`src/rtl/code25_pkg.sv`:
```
// Shared definitions for the 2-of-5 serial transmitter: FSM states, the
// digit-to-code table and frame length in bit periods.
package code25_pkg;

  typedef enum logic [1:0] {
    ST_IDLE  = 2'd0,
    ST_START = 2'd1,
    ST_DATA  = 2'd2,
    ST_STOP  = 2'd3
  } state_e;

  // start + five code bits + stop
  localparam int FRAME_BITS = 7;

  // Entry n is the E1..E5 word for digit n, E1 in bit 4.
  localparam logic [4:0] CODE_TABLE [10] = '{
    5'b11000, 5'b10010, 5'b01001, 5'b00110, 5'b10001,
    5'b00011, 5'b01010, 5'b00101, 5'b01100, 5'b10100
  };

  // Serial order is E1 first, so index 0 maps to the MSB of the code word.
  function automatic logic pick_bit(input logic [4:0] code, input logic [2:0] idx);
    logic b;
    case (idx)
      3'd0:    b = code[4];
      3'd1:    b = code[3];
      3'd2:    b = code[2];
      3'd3:    b = code[1];
      3'd4:    b = code[0];
      default: b = 1'b1;
    endcase
    return b;
  endfunction

endpackage

```
`src/rtl/code25_encoder.sv`:
```
// Combinational BCD to 2-of-5 encoder; flags digits 10..15 as invalid and
// returns an all-zero code for them.
module code25_encoder
  import code25_pkg::*;
(
  input  logic [3:0] digit_i,
  output logic [4:0] code_o,
  output logic       invalid_o
);

  always_comb begin
    code_o    = 5'b00000;
    invalid_o = 1'b1;
    if (digit_i <= 4'd9) begin
      code_o    = CODE_TABLE[digit_i];
      invalid_o = 1'b0;
    end
  end

endmodule

```
`src/rtl/code25_serial_tx.sv`:
```
// Accepts one BCD digit per frame, encodes it as 2-of-5 and shifts it out as
// start(0), E1..E5, stop(1), each bit lasting CLKS_PER_BIT clocks.
module code25_serial_tx
  import code25_pkg::*;
#(
  parameter int CLKS_PER_BIT = 4
) (
  input  logic       clk,
  input  logic       rst_n,
  input  logic [3:0] digit_i,
  input  logic       valid_i,
  output logic       ready_o,
  output logic [4:0] code_o,
  output logic       tx_o,
  output logic       busy_o,
  output logic       err_o
);

  localparam logic [7:0] LAST_CNT = 8'(CLKS_PER_BIT - 1);

  state_e     state_q, state_d;
  logic [7:0] cnt_q, cnt_d;
  logic [2:0] idx_q, idx_d;
  logic [4:0] code_q, code_d;
  logic       tx_q, tx_d;
  logic       busy_q, busy_d;
  logic       ready_q, ready_d;
  logic       err_q, err_d;

  logic [4:0] enc_code;
  logic       enc_invalid;
  logic       transfer;
  logic       bit_end;

  code25_encoder u_encoder (
    .digit_i  (digit_i),
    .code_o   (enc_code),
    .invalid_o(enc_invalid)
  );

  // ready_q is only ever high in IDLE, so this also qualifies the state.
  assign transfer = valid_i && ready_q;
  assign bit_end  = (cnt_q == LAST_CNT);

  always_comb begin
    state_d = state_q;
    cnt_d   = bit_end ? 8'd0 : 8'(cnt_q + 8'd1);
    idx_d   = idx_q;
    code_d  = code_q;
    tx_d    = tx_q;
    busy_d  = busy_q;
    ready_d = ready_q;
    err_d   = 1'b0;

    case (state_q)
      ST_IDLE: begin
        cnt_d = 8'd0;
        idx_d = 3'd0;
        if (transfer) begin
          if (enc_invalid) begin
            err_d = 1'b1;
          end else begin
            state_d = ST_START;
            code_d  = enc_code;
            tx_d    = 1'b0;
            busy_d  = 1'b1;
            ready_d = 1'b0;
          end
        end
      end
      ST_START: begin
        if (bit_end) begin
          state_d = ST_DATA;
          idx_d   = 3'd0;
          tx_d    = pick_bit(code_q, 3'd0);
        end
      end
      ST_DATA: begin
        if (bit_end) begin
          if (idx_q == 3'd4) begin
            state_d = ST_STOP;
            tx_d    = 1'b1;
          end else begin
            idx_d = idx_q + 3'd1;
            tx_d  = pick_bit(code_q, idx_q + 3'd1);
          end
        end
      end
      ST_STOP: begin
        if (bit_end) begin
          state_d = ST_IDLE;
          tx_d    = 1'b1;
          busy_d  = 1'b0;
          ready_d = 1'b1;
        end
      end
      default: begin
        state_d = ST_IDLE;
        cnt_d   = 8'd0;
        idx_d   = 3'd0;
        tx_d    = 1'b1;
        busy_d  = 1'b0;
        ready_d = 1'b1;
      end
    endcase
  end

  always_ff @(posedge clk or negedge rst_n) begin
    if (!rst_n) begin
      state_q <= ST_IDLE;
      cnt_q   <= 8'd0;
      idx_q   <= 3'd0;
      code_q  <= 5'b00000;
      tx_q    <= 1'b1;
      busy_q  <= 1'b0;
      ready_q <= 1'b1;
      err_q   <= 1'b0;
    end else begin
      state_q <= state_d;
      cnt_q   <= cnt_d;
      idx_q   <= idx_d;
      code_q  <= code_d;
      tx_q    <= tx_d;
      busy_q  <= busy_d;
      ready_q <= ready_d;
      err_q   <= err_d;
    end
  end

  assign ready_o = ready_q;
  assign code_o  = code_q;
  assign tx_o    = tx_q;
  assign busy_o  = busy_q;
  assign err_o   = err_q;

endmodule

```
`config.mk`:
```
export PLATFORM = sky130hd
export DESIGN_NAME = code25_serial_tx
export DESIGN_NICKNAME = d
export VERILOG_FILES = /design/src/rtl/code25_pkg.sv /design/src/rtl/code25_encoder.sv /design/src/rtl/code25_serial_tx.sv
export SDC_FILE = /design/constraint.sdc
export NUM_CORES = 1
export LEC_CHECK = 0
export BUFFER_PORTS_ARGS = -buffer_cell sky130_fd_sc_hd__buf_2
export CORE_UTILIZATION = 61
export CTS_CLUSTER_DIAMETER = 30
export DETAILED_ROUTE_END_ITERATION = 10
export HOLD_SLACK_MARGIN = 0.12
export PLACE_DENSITY_LB_ADDON = 0.12
export SLEW_MARGIN = 10
export SYNTH_ARGS = -nofsm -noshare
export SYNTH_HDL_FRONTEND = slang
export SYNTH_SLANG_ARGS = --single-unit
```
`constraint.sdc`:
```
create_clock -name clk -period 3.4 [get_ports clk]
set_clock_uncertainty 0.15 [all_clocks]
set_input_delay 0.34 -clock clk [delete_from_list [all_inputs] [get_ports clk]]
set_output_delay 0.34 -clock clk [all_outputs]
set_load 0.01 [all_outputs]
```
Word-level counts from Yosys, hierarchy flattened
Memory sizes are Yosys's and may differ from the RTL's. A register that Yosys moved wholly into a read port is not among the register bits.
Cells that the tools add are included.
W data, S select, Z words.
{ "op_classes": {"n_mux": 29, "magnitude_cmp": 1, "n_addsub": 2, "n_eq_ne": 16, "n_bitwise": 1, "n_reduce_logical": 11} }
{ "op_table": {"columns": ["op", "count"], "rows": [
  ["$mux W8", 2],
  ["$mux W1", 12],
  ["$mux W2", 6],
  ["$ne A2 B2 Y1 const B", 6],
  ["$mux W3", 3],
  ["$pmux W3 S3", 1],
  ["$add A8 B1 Y8 const B", 1],
  ["$eq A8 B2 Y1 const B", 1],
  ["$pmux W2 S4", 1],
  ["$reduce_and A4 Y1", 2],
  ["$eq A3 B2 Y1 const B", 2],
  ["$eq A3 B3 Y1 const B", 2],
  ["$reduce_and A6 Y1", 1],
  ["$not A4 Y5", 1],
  ["$pmux W1 S5", 1],
  ["$reduce_and A5 Y1", 1],
  ["$eq A2 B2 Y1 const B", 2],
  ["$le A4 B4 Y1 const B", 1],
  ["$pmux W1 S2", 2],
  ["$pmux W1 S4", 1],
  ["$add A3 B1 Y3 const B", 1],
  ["$eq A3 B1 Y1 const B", 1],
  ["$logic_not A3 Y1", 1],
  ["$reduce_and A3 Y1", 1],
  ["7 further kinds", 7]
]} }
{ "word_totals": {"mem_bits_ro": 80, "out_inout_bits": 9, "ff_bits": 17, "n_memories": 1} }
{ "mem_list": {"columns": ["name", "depth", "width", "read_ports", "rd_clocked_by_memory_dff", "write_ports", "line_no", "rtl"], "rows": [
  ["(name not given)", 16, 5, 1, 1, 0, "code25_encoder.sv:15", "code_o = CODE_TABLE[digit_i];"]
]} }

Depth between registers and ports, before layout
{ "depth": {"word_depth": 6, "ltp_mapped": 7, "mapped_depth_nobuf": 6} }

Hierarchy
From an unflattened synthesis, not the netlist that was laid out.
{ "unflattened": {"hier_cells": 139, "area_unflattened_um2": 1408.9} }
{ "by_module_without_submodules": {"columns": ["module", "area_per_inst_um2", "instances", "cells_each", "seq_area_each_um2"], "rows": [
  ["code25_serial_tx", 1227.4, 1, 115, 553.0],
  ["code25_encoder", 181.4, 1, 24, 0.0]
]} }

Worst setup path after synthesis
No wires, ideal clock.
{ "synth_path": {"path_kind": "input-to-reg", "startpoint": "in digit_i[0]", "endpoint": "reg state_q[1]", "setup_ps": 125, "arrival_ps": 1592, "stages": 6, "path_slack_ps": 1533, "n_path_buf": 0, "cell_sequence": "inv_1 -> ha_1 -> o21bai_1 -> a21o_1 -> a221oi_2 -> mux2_2"} }
{ "synth_between": {"elab_chain_len": 3} }
{ "synth_lines": {"columns": ["item", "line_no", "rtl"], "rows": [
  ["start, declared", "code25_serial_tx.sv:10", "input logic [3:0] digit_i,"],
  ["$le A4 B4 Y1", "code25_encoder.sv:14", "if (digit_i <= 4'd9) begin"],
  ["$ne A2 B1 Y1 (no source line)", null, null],
  ["$reduce_and A6 Y1 (no source line)", null, null],
  ["end signal, assigned", "code25_serial_tx.sv:119", "state_q <= state_d;"],
  ["end, declared", "code25_serial_tx.sv:21", "state_e state_q, state_d;"]
]} }
Every way passes these cells.
A chain may end at the register's enable or synchronous reset.

Worst setup path after layout
{ "layout_path": {"startpoint": "reg cnt_q[0]", "endpoint": "reg state_q[1]"} }
{ "layout_between": {"elab_chain_len": 3, "elab_cells_between_ends": 5, "classes_between": "4 x eq/ne; 1 x reduce/logical"} }
{ "layout_lines": {"columns": ["item", "line_no", "rtl"], "rows": [
  ["start, declared", "code25_serial_tx.sv:22", "logic [7:0] cnt_q, cnt_d;"],
  ["start signal, assigned", "code25_serial_tx.sv:120", "cnt_q <= cnt_d;"],
  ["$eq A8 B2 Y1 (*)", "code25_serial_tx.sv:43", "assign bit_end = (cnt_q == LAST_CNT);"],
  ["$ne A2 B2 Y1 (no source line)", null, null],
  ["$reduce_and A6 Y1 (no source line) (*)", null, null]
]} }
Mark *: on every way between the ends. The rest lies on a longest branch, timed or not.

==> reports/metrics.csv <==
metric;value;unit
DIE AREA;2435;sq um
vias in the first global route;1007;
Hold Crit Depth;3;
filler cell count;164;
Synth Register Bits;22;
chip height;49.35;um
Buffers on Ports;15;
Final HPWL DP;1835;um
crit path DAT;2.09;ns
io pins;16;
post-synthesis adder-cell area fraction;0.1372;
final cell count without fillers;184;
commonest non-fill, non-tap cells in the layout;dfrtp_1 (20), ha_1 (15), buf_2 (15);
number of buffers created by CTS;3;
Die X;49.35;um
net switching power;0.00009222;W
Synth Cell Area;1368;sq um
mux cell area share after synthesis;0.03111;
GRT Max-Usage Layer;met2;
compound-gate portion of the synthesized area;0.1693;
power per cell area;272.1;nW/um^2
initial antenna violation count;0;
unique cell type count in the Yosys netlist;38;
Bufs on Longest Clock Path;2;
Power Internal;0.0003164;W
DR WL/cell;13.17;um
core area;2042;sq um
worst hold slack;0.1653;ns
Slew headroom;0.6760;
Seq/Total Area, Yosys;0.4044;
GR Util met3;0.03427;
GR Util met2;0.3516;
Switching Fraction;0.2257;
CP required;3.45;ns
syn_area_per_cell;9.768;sq um
post-CTS setup buffer count;0;
top cell type's share of synthesized area;0.3660;
MaxCap Viol Count;0;
Final Cycle Share;0.5996;
Initial DRC Count;17;
largest family of logic cells by synthesized area;compound AO/OA/AOI/OAI gates;
met1 usage;0.2906;
Nets;180;
final wirelength;2423;um
post-route minimum period;2.039;ns
crit start category;flip-flop;
CTS sink cnt;22;
reg2reg path depth;5;
Fin. Hold Viols;0;
kind of critical path;reg -> reg;
Post-Synth XOR/XNOR Area;0.04483;
Clock Latency Late Sink;0.30;ns
total congestion overflow;0;
Via density;5.652;
setup TNS;0;ns
ANT nets after route;0;
drt first pass iters;4;
first-pass GRT wire length;4133;um
crit-path max cell delay;0.42;ns
GP Congestion;0.8101;
Slew Viols, Final;0;
DRC;0;
endpoints failing setup;0;
antenna cells;0;
area of the multi-input gates;754.5;sq um
Synth-to-Final Area Change;9.790;%
Rows;16;
clock root buffer;clkbuf_4;
status;completed;
Hold WC Path Type;in -> reg;
commonest non-fill, non-tap cell in the layout;dfrtp_1;
Post-Synthesis Cells;140;
CTS tree;yes;
CP max-delay cell;dfrtp_1;
FF/Latch Area;553.0;sq um
GRT Util Overall;0.2227;
H-tree depth;1;
Simple-Gate Fraction of Synth Area;0.1693;
unrepaired setup endpoints after global routing;false;
layout cells sized above 1;0.1975;
CTS clock-pin slew for the worst setup and hold paths;0.12;ns
Worst-Margin Slew;0.4860;ns
fmax;0.4905;GHz
Starting Density;0.6697;
Via Count;1040;
biggest area consumer among synthesized cells;dfrtp_1;
largest net degree at the start of global routing;23;
Comb power frac;0.061;
Peak VDD IR;0.2363;mV
synth top area cells;dfrtp_1 (37%), ha_1 (14%), dfstp_2 (3.8%);
CP endpoint kind;flip-flop;
clock power share;0.299;
synth warn;0;
syn_nets;162;
Leak;0.7562;nW
Placed Cells;179;
sequential power share;0.641;
CP max FO;5;
crit-path cells;ha_1 > nor3b_2 > a21oi_1 > a221oi_2 > mux2_2;
==> registers in the layout (all words and copies together) (netlist names) <==
signal	count
tx_o	1
busy_o	1
err_o	1
ready_o	1
state_q	2
idx_q	3
cnt_q	8
code_o	5
==> power groups by stage <==
stage / Sequential [W] / Clock [W] / Combinational, W
4_1_cts: 0.000262 / 0.000127 / 0.0000253
5_1_grt: 0.000262 / 0.000136 / 0.0000291
3_3_place_gp: 0.000267 / 0 / 0.0000237
3_5_place_dp: 0.000267 / 0 / 0.0000244
2_1_floorplan: 0.000267 / 0 / 0.0000117
6_report: 0.000262 / 0.000122 / 0.0000249
==> worst max-delay path: cells and delay by family, from the launching register on <==
| family | cells | cell delay, ns |
|---|---|---|
| AOI/OAI and AO/OA | 2 | 0.46 |
| adders and majority gates | 1 | 0.24 |
| DFF | 1 | 0.42 |
| muxes | 1 | 0.37 |
| and+or+nand+nor | 1 | 0.30 |
==> cell usage after synthesis <==
cell,number
a211o_1,2
a21o_1,2
a21o_2,1
a21oi_1,8
a221o_1,2
a221oi_2,1
a22o_1,1
a22o_2,1
a22oi_1,2
and2_2,1
and3_1,1
and3_2,2
clkbuf_1,3
dfrtp_1,20
dfstp_2,2
ha_1,15
inv_1,13
mux2_2,2
mux2i_1,2
nand2_1,12
nand2_2,1
nand2b_1,1
nand3_1,7
nor2_1,11
nor3_1,3
nor3b_1,1
nor3b_2,1
nor4_1,1
nor4_4,1
o2111ai_1,1
o211ai_1,2
o21ai_0,5
o21bai_1,1
o31ai_1,2
o32a_1,1
or3_1,1
xnor2_1,1
xor2_1,6
==> logic make-up (layout without fill, tap and decap cells) <==
family	Yosys count	in the layout
and+or+nand+nor	44	44
AOI/OAI and AO/OA	32	32
buffers and inverters	16	33
adders and majority gates	15	15
DFF	22	22
muxes	4	4
xor gates and xnor gates	7	7
==> layer usage <==
layer	routed length (um)	share of wire
met2	1079	0.45
met4	82	0.034
met3	85	0.035
met5	0	0
met1	1175	0.48
==> layout make-up <==
| type | count | area share |
|---|---|---|
| multi-input combinational | 102 | 0.5025 |
| tap | 27 | 0.02250 |
| clock buffer | 4 | 0.01750 |
| timing repair buffer | 16 | 0.05667 |
| sequential | 22 | 0.3683 |
| inverter | 13 | 0.03250 |
==> per-stage QoR <==
stage                     setup WS [ns]  total power, W  cell area, sq um  utilization
after floorplan                   1.533       0.0002784              1368            -
after global placement            1.331       0.0002903              1465       0.7175
after detailed placement          1.249       0.0002911              1465       0.7175
after CTS                         1.369       0.0004144              1501       0.7353
after global routing              1.242       0.0004268              1501       0.7353
final                             1.361       0.0004086              1501       0.7353
==> timing repair <==
item                                   in CTS  in global routing
hold buffers                                1                  0
endpoints found under the hold margin      20                  0
gates resized for setup                     0                  0
==> final timing paths <==
kind,start,slack (ns),endpoint
max,cnt_q[0]$_DFF_PN0_,1.36,state_q[1]$_DFFE_PN0P_
max reg2reg,cnt_q[0]$_DFF_PN0_,1.36,state_q[1]$_DFFE_PN0P_
min in group asynchronous,rst_n,0.36,idx_q[1]$_DFFE_PN0P_
max in group asynchronous,rst_n,2.38,tx_o$_DFFE_PN1P_
min reg2reg,cnt_q[0]$_DFF_PN0_,0.37,cnt_q[0]$_DFF_PN0_
min,valid_i,0.17,err_o$_DFF_PN0_
No activity file was read; power rests on OpenSTA's default activity.
